File: src/rtl/lcd_pkg.sv
// Shared LCD command codes, scheduler state type and window-byte helper
// for the tile refresh scheduler.
package lcd_pkg;

   localparam logic [7:0] LCD_CASET = 8'h2A;
   localparam logic [7:0] LCD_PASET = 8'h2B;
   localparam logic [7:0] LCD_RAMWR = 8'h2C;

   typedef logic [15:0] rgb565_t;

   typedef enum logic [3:0] {
      IDLE,
      CASET_CMD,
      CASET_D,
      PASET_CMD,
      PASET_D,
      RAMWR_CMD,
      PIX_HI,
      PIX_LO,
      NEXT_TILE,
      DONE
   } sched_state_t;

   // Byte idx of the 16-bit window {start, end} for one tile, MSB first.
   function automatic logic [7:0] window_byte(input logic [3:0] tile,
                                              input int unsigned tile_px,
                                              input logic [1:0] idx);
      logic [15:0] lo;
      logic [15:0] hi;
      logic [7:0]  res;
      lo = 16'(tile) * 16'(tile_px);
      hi = lo + 16'(tile_px - 1);
      case (idx)
         2'd0:    res = lo[15:8];
         2'd1:    res = lo[7:0];
         2'd2:    res = hi[15:8];
         default: res = hi[7:0];
      endcase
      return res;
   endfunction

endpackage

File: src/rtl/lcd_byte_writer.sv
// 8080-style byte strobe: drives D/dcx with wr low then high for a fixed
// number of cycles; ready in its last high cycle so bytes run back to back.
module lcd_byte_writer #(
   parameter int WR_LOW_CYC  = 1,
   parameter int WR_HIGH_CYC = 1
) (
   input  logic       clk,
   input  logic       nrst,
   input  logic       byte_valid,
   input  logic [7:0] byte_data,
   input  logic       byte_dcx,
   output logic       byte_ready,
   output logic [7:0] D,
   output logic       dcx,
   output logic       wr
);

   localparam int MAX_CYC = (WR_LOW_CYC > WR_HIGH_CYC) ? WR_LOW_CYC : WR_HIGH_CYC;
   localparam int CW      = $clog2(MAX_CYC + 1);

   typedef enum logic [1:0] {W_IDLE, W_LOW, W_HIGH} wr_state_t;

   wr_state_t     st;
   logic [CW-1:0] cnt;

   assign byte_ready = (st == W_IDLE) || (st == W_HIGH && cnt == CW'(WR_HIGH_CYC - 1));

   // NOTE: state registers use non-blocking assignments so every flop samples pre-edge values.
   always_ff @(posedge clk or negedge nrst) begin
      if (!nrst) begin
         st  <= W_IDLE;
         cnt <= '0;
         D   <= '0;
         dcx <= 1'b0;
         wr  <= 1'b1;
      end else if (byte_valid && byte_ready) begin
         st  <= W_LOW;
         cnt <= '0;
         D   <= byte_data;
         dcx <= byte_dcx;
         wr  <= 1'b0;
      end else begin
         unique case (st)
            W_LOW:
               if (cnt == CW'(WR_LOW_CYC - 1)) begin
                  st  <= W_HIGH;
                  cnt <= '0;
                  wr  <= 1'b1;
               end else begin
                  cnt <= cnt + 1'b1;
               end
            W_HIGH:
               if (cnt == CW'(WR_HIGH_CYC - 1)) st <= W_IDLE;
               else                             cnt <= cnt + 1'b1;
            default: ;
         endcase
      end
   end

endmodule

File: src/rtl/tile_refresh_scheduler.sv
// Repaints the GRID_W x GRID_H tile field over the LCD bus, one window + RAMWR per tile.
// Optional DIRTY_MAP_EN adds a per-tile dirty bitmap so clean tiles are skipped.
module tile_refresh_scheduler
   import lcd_pkg::*;
#(
   parameter int GRID_W      = 16,
   parameter int GRID_H      = 12,
   parameter int TILE_PX     = 20,
   parameter int WR_LOW_CYC  = 1,
   parameter int WR_HIGH_CYC = 1
) (
   input  logic       clk,
   input  logic       nrst,
   input  logic       start,
   input  rgb565_t    pix_color,
`ifdef DIRTY_MAP_EN
   input  logic       mark_dirty,
   input  logic [3:0] mark_x,
   input  logic [3:0] mark_y,
`endif
   output logic [3:0] x,
   output logic [3:0] y,
   output logic [7:0] D,
   output logic       dcx,
   output logic       wr,
   output logic       busy,
   output logic       frame_done
);

   localparam int PIX_N = TILE_PX * TILE_PX;
   localparam int PCW   = $clog2(PIX_N + 1);

   sched_state_t   state, state_n;
   logic [3:0]     x_n, y_n, ent_x, ent_y;
   logic [1:0]     bcnt, bcnt_n;
   logic [PCW-1:0] px_cnt, px_cnt_n;
   logic [7:0]     pix_lo;
   logic           pix_load, dirty_clr, tile_end, enter, ent_dirty;
   logic           last_col, last_tile;
   logic           byte_valid, byte_ready, byte_dcx;
   logic [7:0]     byte_data;

   assign last_col  = (x == 4'(GRID_W - 1));
   assign last_tile = last_col && (y == 4'(GRID_H - 1));
   assign ent_x     = (state == IDLE || last_col) ? 4'd0 : x + 4'd1;
   assign ent_y     = (state == IDLE) ? 4'd0 : (last_col ? y + 4'd1 : y);

`ifdef DIRTY_MAP_EN
   localparam int NT = GRID_W * GRID_H;
   localparam int IW = $clog2(NT);

   logic [NT-1:0] dirty;

   function automatic logic [IW-1:0] tile_idx(input logic [3:0] tx, input logic [3:0] ty);
      return IW'(int'(ty) * GRID_W + int'(tx));
   endfunction

   assign ent_dirty = dirty[tile_idx(ent_x, ent_y)];

   // NOTE: the bitmap is plain flops, not a RAM, so it is safe to give it an async reset value.
   always_ff @(posedge clk or negedge nrst) begin
      if (!nrst) begin
         dirty <= '1;
      end else begin
         if (dirty_clr)  dirty[tile_idx(x, y)]           <= 1'b0;
         if (mark_dirty) dirty[tile_idx(mark_x, mark_y)] <= 1'b1;
      end
   end
`else
   assign ent_dirty = 1'b1;
`endif

   // NOTE: every always_comb output gets a default first, so no path can infer a latch.
   always_comb begin
      state_n    = state;
      x_n        = x;
      y_n        = y;
      bcnt_n     = bcnt;
      px_cnt_n   = px_cnt;
      byte_valid = 1'b0;
      byte_data  = '0;
      byte_dcx   = 1'b0;
      pix_load   = 1'b0;
      dirty_clr  = 1'b0;
      tile_end   = 1'b0;
      enter      = 1'b0;

      // Each state names the byte currently on the bus; the next one is offered on byte_ready.
      unique case (state)
         IDLE:      enter = start;
         CASET_CMD, PASET_CMD:
            if (byte_ready) begin
               byte_valid = 1'b1;
               byte_dcx   = 1'b1;
               byte_data  = window_byte((state == CASET_CMD) ? x : y, TILE_PX, bcnt);
               bcnt_n     = bcnt + 2'd1;
               state_n    = (state == CASET_CMD) ? CASET_D : PASET_D;
            end
         CASET_D, PASET_D:
            if (byte_ready) begin
               byte_valid = 1'b1;
               if (bcnt != 2'd0) begin
                  byte_dcx  = 1'b1;
                  byte_data = window_byte((state == CASET_D) ? x : y, TILE_PX, bcnt);
                  bcnt_n    = bcnt + 2'd1;
               end else if (state == CASET_D) begin
                  byte_data = LCD_PASET;
                  state_n   = PASET_CMD;
               end else begin
                  byte_data = LCD_RAMWR;
                  dirty_clr = 1'b1;
                  px_cnt_n  = '0;
                  state_n   = RAMWR_CMD;
               end
            end
         RAMWR_CMD:
            if (byte_ready) begin
               byte_valid = 1'b1;
               byte_dcx   = 1'b1;
               byte_data  = pix_color[15:8];
               pix_load   = 1'b1;
               state_n    = PIX_HI;
            end
         PIX_HI:
            if (byte_ready) begin
               byte_valid = 1'b1;
               byte_dcx   = 1'b1;
               byte_data  = pix_lo;
               state_n    = PIX_LO;
            end
         PIX_LO:
            if (byte_ready) begin
               if (px_cnt == PCW'(PIX_N - 1)) begin
                  tile_end = 1'b1;
               end else begin
                  byte_valid = 1'b1;
                  byte_dcx   = 1'b1;
                  byte_data  = pix_color[15:8];
                  pix_load   = 1'b1;
                  px_cnt_n   = px_cnt + 1'b1;
                  state_n    = PIX_HI;
               end
            end
         NEXT_TILE: tile_end = 1'b1;
         DONE:      state_n  = IDLE;
         default:   state_n  = IDLE;
      endcase

      if (tile_end) begin
         if (last_tile) begin
            state_n = DONE;
            x_n     = 4'd0;
            y_n     = 4'd0;
         end else begin
            enter = 1'b1;
         end
      end

      if (enter) begin
         x_n    = ent_x;
         y_n    = ent_y;
         bcnt_n = 2'd0;
         if (ent_dirty && byte_ready) begin
            byte_valid = 1'b1;
            byte_data  = LCD_CASET;
            state_n    = CASET_CMD;
         end else begin
            state_n = NEXT_TILE;
         end
      end
   end

   // The high byte goes to the bus on the edge the colour is sampled; only the low half waits.
   always_ff @(posedge clk or negedge nrst) begin
      if (!nrst) begin
         state  <= IDLE;
         x      <= '0;
         y      <= '0;
         bcnt   <= '0;
         px_cnt <= '0;
         pix_lo <= '0;
      end else begin
         state  <= state_n;
         x      <= x_n;
         y      <= y_n;
         bcnt   <= bcnt_n;
         px_cnt <= px_cnt_n;
         if (pix_load) pix_lo <= pix_color[7:0];
      end
   end

   assign busy       = (state != IDLE) && (state != DONE);
   assign frame_done = (state == DONE);

   lcd_byte_writer #(
      .WR_LOW_CYC  (WR_LOW_CYC),
      .WR_HIGH_CYC (WR_HIGH_CYC)
   ) u_writer (
      .clk        (clk),
      .nrst       (nrst),
      .byte_valid (byte_valid),
      .byte_data  (byte_data),
      .byte_dcx   (byte_dcx),
      .byte_ready (byte_ready),
      .D          (D),
      .dcx        (dcx),
      .wr         (wr)
   );

endmodule
File: config.mk
export PLATFORM = sky130hd
export DESIGN_NAME = tile_refresh_scheduler
export DESIGN_NICKNAME = d
export VERILOG_FILES = /design/src/rtl/lcd_pkg.sv /design/src/rtl/lcd_byte_writer.sv /design/src/rtl/tile_refresh_scheduler.sv
export SDC_FILE = /design/constraint.sdc
export NUM_CORES = 1
export LEC_CHECK = 0
export CORE_MARGIN = 2
export CORE_UTILIZATION = 40
export CTS_BUF_LIST = sky130_fd_sc_hd__clkbuf_8 sky130_fd_sc_hd__clkbuf_16
export DETAILED_ROUTE_END_ITERATION = 10
export GPL_TIMING_DRIVEN = 0
export PLACE_DENSITY = 0.69
export SLEW_MARGIN = 40
export SYNTH_ARGS = -nofsm -noshare
export SYNTH_HDL_FRONTEND = slang
export SYNTH_SLANG_ARGS = --single-unit
export TNS_END_PERCENT = 30
File: constraint.sdc
create_clock -name clk -period 3.2 [get_ports clk]
set_clock_uncertainty 0.2 [all_clocks]
set_input_delay 0.8 -clock clk [delete_from_list [all_inputs] [get_ports clk]]
set_output_delay 0.8 -clock clk [all_outputs]
set_load 0.005 [all_outputs]
==> results.cfg, run 1 <==
[placed_design]
dpl-instance-area_sq_um = 3572
dp_cells = 461
place_congestion = 0.9219
detailedPlacementHpwl_um = 5922
port_buffers = 38
post-place-ws_ns = -0.4697

[clock_network]
cts_hold_repair.buffers = 0
clk_pin_slew_worst_paths_ns = 0.09
tritoncts.num_buffers = 5
tritoncts = done
cts.root.buffer_cell = clkbuf_8
cts-root-to-sink-buffers = 2
clkLatencyLatePin_ns = 0.29
cts_num_sinks = 43
cts_max_level = 2

[floorplanning]
design.die.area_sq_um = 8276
initial_utilization_pct = 41.49
io_pins = 39
placement_rows = 31
die_h_um = 90.97
core_area_sq_um = 7292
die_w_um = 90.97

[worst_setup_path]
cp.required_ns = 3.18
cp_common_cell = buf_6
cpLargestDelayFamily = adder cells
worst_path_largest_cell_delay_ns = 0.54
critical_path_arrival_ns = 3.32
buf_inv_stages_crit_path = 4
r2r_cells = 13
reg2reg_setup_slack_ns = -0.14
crit_slowest_cell = fa_2
path_cells = buf_6 -> nor4b_4 -> buf_6 -> mux2i_4 -> inv_1 -> ha_1 -> ha_2 -> inv_2 -> fa_2 -> xnor2_1 -> nor2_1 -> a211o_1 -> a221o_1
cp-start-kind = flip-flop
worstPathMaxFanout = 6
worstSetupEndpointType = flip-flop
worst_r2r_endpoint = u_writer.D[6]
worstReg2RegStart = state[2]
timing_worst_setup_path_type = flip-flop to flip-flop

[cells_and_area]
final_util_pct = 53.43
n_fill_cell = 715
antenna_cells = 0
final-instance-count-excl-fill = 479
num-nets-final = 417
post-route-cell-area_sq_um = 3896
syn_to_final_growth_pct = 28.78
post_route_cells_drive_above_1_share_pct = 17.11

[power_and_ir_drop]
cell_internal_pwr_mw = 0.9020
cellPowerDensity_nw_per_um2 = 288.2
total_leakage_power_nw = 1.624
clkPwrFrac_pct = 44.7
vdd_ir_drop_max_uv = 160.5
design_power_total_mw = 1.123
switching_power_mw = 0.2211
swShare_pct = 19.68
seq_power_share_pct = 49.8
p_comb_share_pct = 5.5

[route]
drt_first_pass_iters = 6
detail_route.iter0.violations = 127
detail-route-antenna-nets = 0
drt-vias-per-instance = 5.678
routed-via-count = 2720
detail_route.wl_per_cell_um = 16.80
drt-total-wl_um = 8049
route.detailed.drc = 0

[synth]
synthCells = 323
sequential_element_share_of_the_synthesized_area_pct = 35.61
yosys-top-cells-area = dfrtp_1, ha_1, mux2_2
synth_common_cells = dfrtp_1, nand2_1, o21ai_0, nor2_1, ha_1
synthesis.area_sq_um = 3025
postSynth.asyncResetShare_pct = 100.0
post-synth-top-area-cell = dfrtp_1
postSynth.topFlopCell = dfrtp_1
synth_top_area_share_pct = 34.74
synthesized_flop_and_latch_total = 43
synth-edff-count = 0
library_cell_with_the_highest_instance_count_after_synthesis = dfrtp_1
synth_warnings = 0
mappedNetlistNets = 361
yosys_cell_types = 63
syn_area_per_cell_sq_um = 9.367

[grt]
grt_start_max_net_pins = 28
gr-usage-met3_pct = 2.490
grt_antenna_before_repair = 0
gr_util_met1_pct = 26.23
gr-total-overflow = 0
gr-usage-met2_pct = 34.51
grt.total_usage_pct = 20.14
grt_first_pass_wirelength_um = 13630
grt_pass1_vias = 2781
grt_busiest_layer = met2

[timing]
final_min_period_over_clock_period_pct = 104.5
worst_path_setup_slack_after_routing_ns = -0.1450
timing.final.crit_period_ns = 3.345
report.final.hold_viol_count = 0
rsz0062_at_grt = yes
worst_margin_pin_slew_ns = 0.7204
setup_viol_count_final = 5
slew_headroom_pct = 51.30
hold_ws_ns = 0.1638
clock.fmax_mhz = 299.0
final_max_slew_viol_count = 0
setup_tns_ns = -0.4728

[outcome]
outcome = finished with violations
violations_in_the_final_reports = setup timing

[flow_run]
maxCapViolations = 0

[hold_path]
min_path_type = input pin to asynchronous set/reset pin
## layout by cell type, fill, tap and decap left out, types with 3 or more instances in the layout
cell	instances
and3_1	9
nand3b_1	6
nand2b_1	6
buf_4	11
a21oi_1	14
inv_1	16
mux2_2	11
nor2b_1	8
ha_1	14
nor2_1	20
nand3_1	11
dfrtp_1	40
buf_6	4
nand2_1	25
o21ai_0	23
a211o_1	3
a31oi_1	5
a22oi_1	5
clkbuf_8	6
a221o_1	6
mux2_4	4
nor3_1	3
xnor2_1	5
clkdlybuf4s50_1	37
a22o_1	4
o211ai_1	3
clkbuf_1	12
a21o_1	5
## state kept, by name, summed over array words and instances, names as in the netlist
| signal | count |
|---|---|
| pix_lo | 8 |
| px_cnt | 9 |
| u_writer.D | 8 |
| x | 4 |
| y | 4 |
| bcnt | 2 |
| u_writer.dcx | 1 |
| u_writer.wr | 1 |
| u_writer.st | 2 |
| state | 4 |
## kinds of logic (layout without fill, tap and decap cells)
| logic type | Yosys count | count (layout) | share of synthesized area (%) |
|---|---|---|---|
| mux | 18 | 18 | 6.617 |
| fa+ha+maj | 20 | 20 | 8.685 |
| simple gates | 108 | 108 | 21.01 |
| buf+inv | 34 | 91 | 5.087 |
| flops | 43 | 43 | 35.61 |
| xor+xnor | 7 | 7 | 2.027 |
| compound gates | 93 | 93 | 20.97 |
## layer usage
metal	vias up	wire length (um)	share of wire [%]
met2	65	4020	50
li1	1299	-	-
met5	-	0	0
met3	13	263	3.3
met4	0	166	2.1
met1	1343	3598	45
## worst reg2reg max path, delay by kind of cell (launching register included)
kind | cells | cell delay (ns)
XOR/XNOR | 1 | 0.13
flip-flops | 1 | 0.46
AND/OR/NAND/NOR | 2 | 0.31
AO/OA/AOI/OAI | 2 | 0.50
adder cells (fa/ha/maj) | 3 | 0.99
multiplexers | 1 | 0.24
buffers and inverters | 4 | 0.42
## power groups by stage
stage          registers, mW  logic (mW)  clock network, mW
2_1_floorplan          0.569      0.0130                  0
3_3_place_gp           0.570      0.0588                  0
3_5_place_dp           0.570      0.0621                  0
4_1_cts                0.559      0.0624              0.513
5_1_grt                0.561      0.0677              0.525
6_report               0.559      0.0613              0.502
## how the worst max path moves through the flow
stage,cells past startpoint,endpoint,start
6_report,13,u_writer.D[6],state[2]
4_1_cts,13,u_writer.D[1],state[2]
5_1_grt,13,u_writer.D[1],state[2]
2_1_floorplan,12,u_writer.D[6],state[3]
3_5_place_dp,12,u_writer.D[1],state[3]
3_3_place_gp,12,u_writer.D[1],state[3]
## layout make-up
class                      count  area [sq um]  share of cell area [%]
tap                           99         123.9                   3.179
inverter                      16         60.06                   1.541
timing repair buffer          49         476.7                   12.24
sequential                    43          1080                   27.71
clock inverter                 3         63.81                   1.638
clock buffer                   5         68.82                   1.766
multi-input combinational    246          1919                   49.26
buffer                        18         103.9                   2.665
## repair_timing
action,CTS,global route
resized for setup,15,8
pin swaps,10,7
endpoints found under the setup margin,6,6
gates cloned,0,0
buffers inserted,9,1
Note: power is estimated with default switching activity, not from simulation.
==> run 2: changes to the inputs <==
--- a/config.mk
+++ b/config.mk
@@ -5,6 +5,7 @@
 export SDC_FILE = /design/constraint.sdc
 export NUM_CORES = 1
 export LEC_CHECK = 0
+export CORE_ASPECT_RATIO = 0.8
 export CORE_MARGIN = 2
 export CORE_UTILIZATION = 40
 export CTS_BUF_LIST = sky130_fd_sc_hd__clkbuf_8 sky130_fd_sc_hd__clkbuf_16
==> run 2 against run 1 <==
The run still ends with setup timing left; via count increased by 1.9%; count of clock-buffer cells in the layout unchanged; register-to-register slack got worse by 0.096 ns; design area increased by 1.8%; utilization increased by 0.50 points; largest cell class unchanged; largest power group unchanged.
==> results.cfg, run 2 (synthesized netlist as in run 1, its figures left out) <==
[route]
route.detailed.drc = 0
drt-vias-per-instance = 5.824
detail-route-antenna-nets = 0
drt_first_pass_iters = 7
detail_route.iter0.violations = 203
routed-via-count = 2772
drt-total-wl_um = 8157
detail_route.wl_per_cell_um = 17.14

[placed_design]
place_congestion = 0.8837
port_buffers = 38
detailedPlacementHpwl_um = 5857
post-place-ws_ns = -0.4611

[cells_and_area]
largest_register = px_cnt
n_fill_cell = 682
layout_common_cells = dfrtp_1, clkdlybuf4s50_1, nand2_1, o21ai_0, nor2_1
final_common_cell = dfrtp_1
num-nets-final = 423
antenna_cells = 0
largest_registers = px_cnt (9), pix_lo (8), u_writer.D (8)
post_route_cells_drive_above_1_share_pct = 19.43
syn_to_final_growth_pct = 31.14
largest_register_ff_count = 9

[power_and_ir_drop]
vdd_ir_drop_max_uv = 182.4
cellPowerDensity_nw_per_um2 = 273.0
total_leakage_power_nw = 1.654
design_power_total_mw = 1.083

[clock_network]
tritoncts = done
cts.root.buffer_cell = clkbuf_8
clkLatencyLatePin_ns = 0.31
tritoncts.num_buffers = 5
cts_hold_repair.buffers = 0
cts_max_level = 2
cts_num_sinks = 43
clk_pin_slew_worst_paths_ns = 0.10
cts-root-to-sink-buffers = 2

[worst_setup_path]
worst_path_largest_cell_delay_ns = 0.47
cp.required_ns = 3.22
crit_slowest_cell = dfrtp_2
reg2reg_setup_slack_ns = -0.24
worstPathMaxFanout = 5
path_cells = buf_8 -> nor4b_4 -> buf_6 -> buf_4 -> nand2_1 -> o21ai_4 -> ha_4 -> ha_4 -> inv_2 -> fa_2 -> nand3b_1 -> o2bb2a_4 -> nand3b_1 -> o211ai_1
timing_worst_setup_path_type = flip-flop to flip-flop
critical_path_arrival_ns = 3.46
cp-start-kind = flip-flop
worstSetupEndpointType = flip-flop

[timing]
timing.final.crit_period_ns = 3.441
final_min_period_over_clock_period_pct = 107.5
setup_tns_ns = -0.6041
worst_path_setup_slack_after_routing_ns = -0.2414
final_max_slew_viol_count = 0
report.final.hold_viol_count = 0
clock.fmax_mhz = 290.6
worst_margin_pin_slew_ns = 0.8171
slew_headroom_pct = 44.76
setup_viol_count_final = 3
rsz0062_at_grt = yes

[grt]
grt_start_max_net_pins = 25
gr-usage-met2_pct = 30.53
gr-usage-met3_pct = 4.085
grt.total_usage_pct = 20.53
grt_first_pass_wirelength_um = 13240
gr_util_met1_pct = 30.51
gr-total-overflow = 0
grt_busiest_layer = met2
grt_pass1_vias = 2647
grt_antenna_before_repair = 0

[floorplanning]
design.die.area_sq_um = 8280
initial_utilization_pct = 41.12
io_pins = 39
die_w_um = 101.2
core_area_sq_um = 7357
placement_rows = 28
die_h_um = 81.79

[outcome]
outcome = finished with violations
violations_in_the_final_reports = setup timing

[hold_path]
min_path_type = input pin to asynchronous set/reset pin

[flow_run]
maxCapViolations = 0
-- run 2: cell types whose count changed in the layout (fill, tap and decap cells not counted), sizes merged --
cell / change
clkbuf: -1
buf: +7
bufinv: -1
clkinvlp: +1
-- run 2: report_power, final --
| group | switching [mW] | internal, mW |
|---|---|---|
| logic | 0.0226 | 0.0408 |
| clock network | 0.224 | 0.236 |
| registers | 0.00626 | 0.553 |
-- run 2: path summary, 6_finish.rpt --
check                          startpoint             end  cells past startpoint
hold / removal                       nrst       px_cnt[7]                      1
max in group asynchronous            nrst     u_writer.wr                      2
setup / recovery                 state[3]   u_writer.D[7]                     14
min in group clk           u_writer.st[1]  u_writer.st[0]                      2
hold reg to reg            u_writer.st[1]  u_writer.st[0]                      2
setup reg to reg                 state[3]   u_writer.D[7]                     14
-- run 2: critical path: cells and delay by family, from the launching register on --
kind,cells,cell delay (ns)
simple gates,4,0.82
buf+inv,4,0.51
fa+ha+maj,3,0.86
compound gates,3,0.52
flops,1,0.47
-- run 2: cell type report --
class,instances,area [sq um],area share (%)
inverters,16,60.06,1.514
multi-input cells,246,1964,49.51
clock inverters,3,46.29,1.167
well taps,90,112.6,2.838
clock buffers,5,68.82,1.734
repair buffers,55,529.3,13.34
flip-flops and latches,43,1080,27.22
plain buffers,18,106.4,2.681
-- run 2: routing by layer --
metal | part of all wire (%) | routed length, um
met1 | 51 | 4141
met4 | 0.91 | 74
met3 | 5.5 | 451
met5 | 0 | 0
met2 | 43 | 3490
-- run 2: metrics by stage --
step | util, % | cell area [sq um] | cells | hold WS (ns)
floorplan | - | 3050 | 323 | 0.2431
global placement | 48.16 | 3543 | 451 | 0.2599
detailed placement | 48.50 | 3568 | 452 | 0.2656
CTS | 52.01 | 3826 | 470 | 0.1732
global route | 53.93 | 3968 | 476 | 0.1763
finish | 53.93 | 3968 | 476 | 0.1696
-- run 2: timing repair --
action	in CTS	in global routing
endpoints found under the setup margin	5	6
hold endpoints to repair	0	0
resized for setup	13	21
buffers inserted	10	6
pin swaps	10	10
==> run 3: changes to the inputs <==
==> constraint.sdc (replaced) <==
create_clock -name clk -period 3.2 [get_ports clk]
set_clock_uncertainty 0.2 [all_clocks]
set_input_delay 0.8 -clock clk [delete_from_list [all_inputs] [get_ports clk]]
set_output_delay 0.8 -clock clk [all_outputs]
set_load 0.02 [all_outputs]
==> run 3 against run 2 <==
The flow still finishes with violations (setup timing); via count decreased by 0.18%; power is 0.61% higher; worst setup slack better by 0.0024 ns; sequential share of layout area about the same; design area is 0.13% higher; clock power about the same; hold slack about the same; critical path type unchanged; critical endpoint unchanged; highest routed layer unchanged.
==> results.cfg, run 3 (synthesized netlist as in run 1, its figures left out) <==
[outcome]
outcome = finished with violations
violations_in_the_final_reports = setup timing

[grt]
gr-usage-met3_pct = 4.085
grt.total_usage_pct = 20.53
gr_util_met1_pct = 30.51
grt_pass1_vias = 2647
gr-total-overflow = 0
grt_first_pass_wirelength_um = 13240
gr-usage-met2_pct = 30.53
grt_antenna_before_repair = 0
grt_busiest_layer = met2
grt_start_max_net_pins = 25

[hold_path]
min_path_type = input pin to asynchronous set/reset pin

[placed_design]
dp_cells = 452
place_congestion = 0.8837
detailedPlacementHpwl_um = 5857
dpl-instance-area_sq_um = 3568
post-place-ws_ns = -0.4611
port_buffers = 38

[timing]
timing.final.crit_period_ns = 3.439
hold_ws_ns = 0.1698
setup_viol_count_final = 3
rsz0062_at_grt = yes
setup_tns_ns = -0.5965
slew_headroom_pct = 44.05
final_min_period_over_clock_period_pct = 107.5
report.final.hold_viol_count = 0
worst_margin_pin_slew_ns = 0.8276
clock.fmax_mhz = 290.8
worst_path_setup_slack_after_routing_ns = -0.2390
final_max_slew_viol_count = 0

[power_and_ir_drop]
total_leakage_power_nw = 1.678
vdd_ir_drop_max_uv = 182.2
design_power_total_mw = 1.090
cellPowerDensity_nw_per_um2 = 274.3

[route]
route.detailed.drc = 0
drt-vias-per-instance = 5.813
routed-via-count = 2767
detail-route-antenna-nets = 0
detail_route.wl_per_cell_um = 17.14
drt_first_pass_iters = 5
detail_route.iter0.violations = 206
drt-total-wl_um = 8160

[worst_setup_path]
buf_inv_stages_crit_path = 4
r2r_cells = 14
cp-start-kind = flip-flop
cpLargestDelayFamily = adder cells
worst_path_largest_cell_delay_ns = 0.47
worstSetupEndpointType = flip-flop
timing.critical_path.depth = 14
timing_worst_setup_path_type = flip-flop to flip-flop
worstPathMaxFanout = 5
critical_path_arrival_ns = 3.46
path_cells = buf_8 -> nor4b_4 -> buf_6 -> buf_4 -> nand2_1 -> o21ai_4 -> ha_4 -> ha_4 -> inv_2 -> fa_2 -> nand3b_1 -> o2bb2a_4 -> nand3b_1 -> o211ai_1
crit_slowest_cell = dfrtp_2
cp.required_ns = 3.22

[cells_and_area]
final_util_pct = 54.00
final_common_cell = dfrtp_1
layout_common_cells = dfrtp_1, clkdlybuf4s50_1, nand2_1, o21ai_0, nor2_1
largest_registers = px_cnt (9), pix_lo (8), u_writer.D (8)
post-route-cell-area_sq_um = 3973
syn_to_final_growth_pct = 31.31
num-nets-final = 423
largest_register = px_cnt
largest_register_ff_count = 9
post_route_cells_drive_above_1_share_pct = 19.95
final-instance-count-excl-fill = 476
antenna_cells = 0

[floorplanning]
core_area_sq_um = 7357
placement_rows = 28
die_w_um = 101.2
design.die.area_sq_um = 8280
io_pins = 39
initial_utilization_pct = 41.12
die_h_um = 81.79

[clock_network]
cts-root-to-sink-buffers = 2
cts.root.buffer_cell = clkbuf_8
clk_pin_slew_worst_paths_ns = 0.10
clkLatencyLatePin_ns = 0.31
cts_max_level = 2
tritoncts.num_buffers = 5
tritoncts = done
cts_num_sinks = 43

[flow_run]
maxCapViolations = 0
run 3: changes by cell type in the layout (fill, tap and decap cells not counted):
cell / change
clkdlybuf4s50_1: -1
dlymetal6s2s_1: +1
clkbuf_1: -2
clkbuf_2: +2
run 3: worst paths after layout:
path,start,endpoint,slack (ns)
worst max-delay path,state[3],u_writer.D[7],-0.24
worst min-delay path,nrst,px_cnt[7],0.17
worst max register to register,state[3],u_writer.D[7],-0.24
worst min register to register,u_writer.st[1],u_writer.st[0],0.29
max in group asynchronous,nrst,u_writer.wr,2.14
min in group clk,u_writer.st[1],u_writer.st[0],0.29
run 3: final cells by class:
cell class,count,area [sq um]
tap,90,112.6
sequential,43,1080
multi-input combinational,246,1964
timing repair buffer,55,531.8
buffer,18,108.9
inverter,16,60.06
clock buffer,5,68.82
fill,680,3385
clock inverter,3,46.29
run 3: power breakdown:
group,internal (mW),switching (mW)
combinational,0.0409,0.0286
sequential,0.553,0.00626
clock,0.236,0.225
run 3: repair_timing:
| item | 4_1_cts | 5_1_grt |
|---|---|---|
| pin swaps | 10 | 10 |
| endpoints found under the setup margin | 6 | 6 |
| hold endpoints to repair | 0 | 0 |
| cloned | 0 | 0 |
| gates resized for setup | 13 | 26 |
| buffers inserted | 10 | 6 |
| hold buffers | 0 | 0 |
run 3: metal layers:
| metal | vias to the layer above | wire length [um] |
|---|---|---|
| met5 | - | 0 |
| met4 | 0 | 70 |
| met3 | 6 | 428 |
| met2 | 83 | 3444 |
| met1 | 1366 | 4217 |
| li1 | 1312 | - |
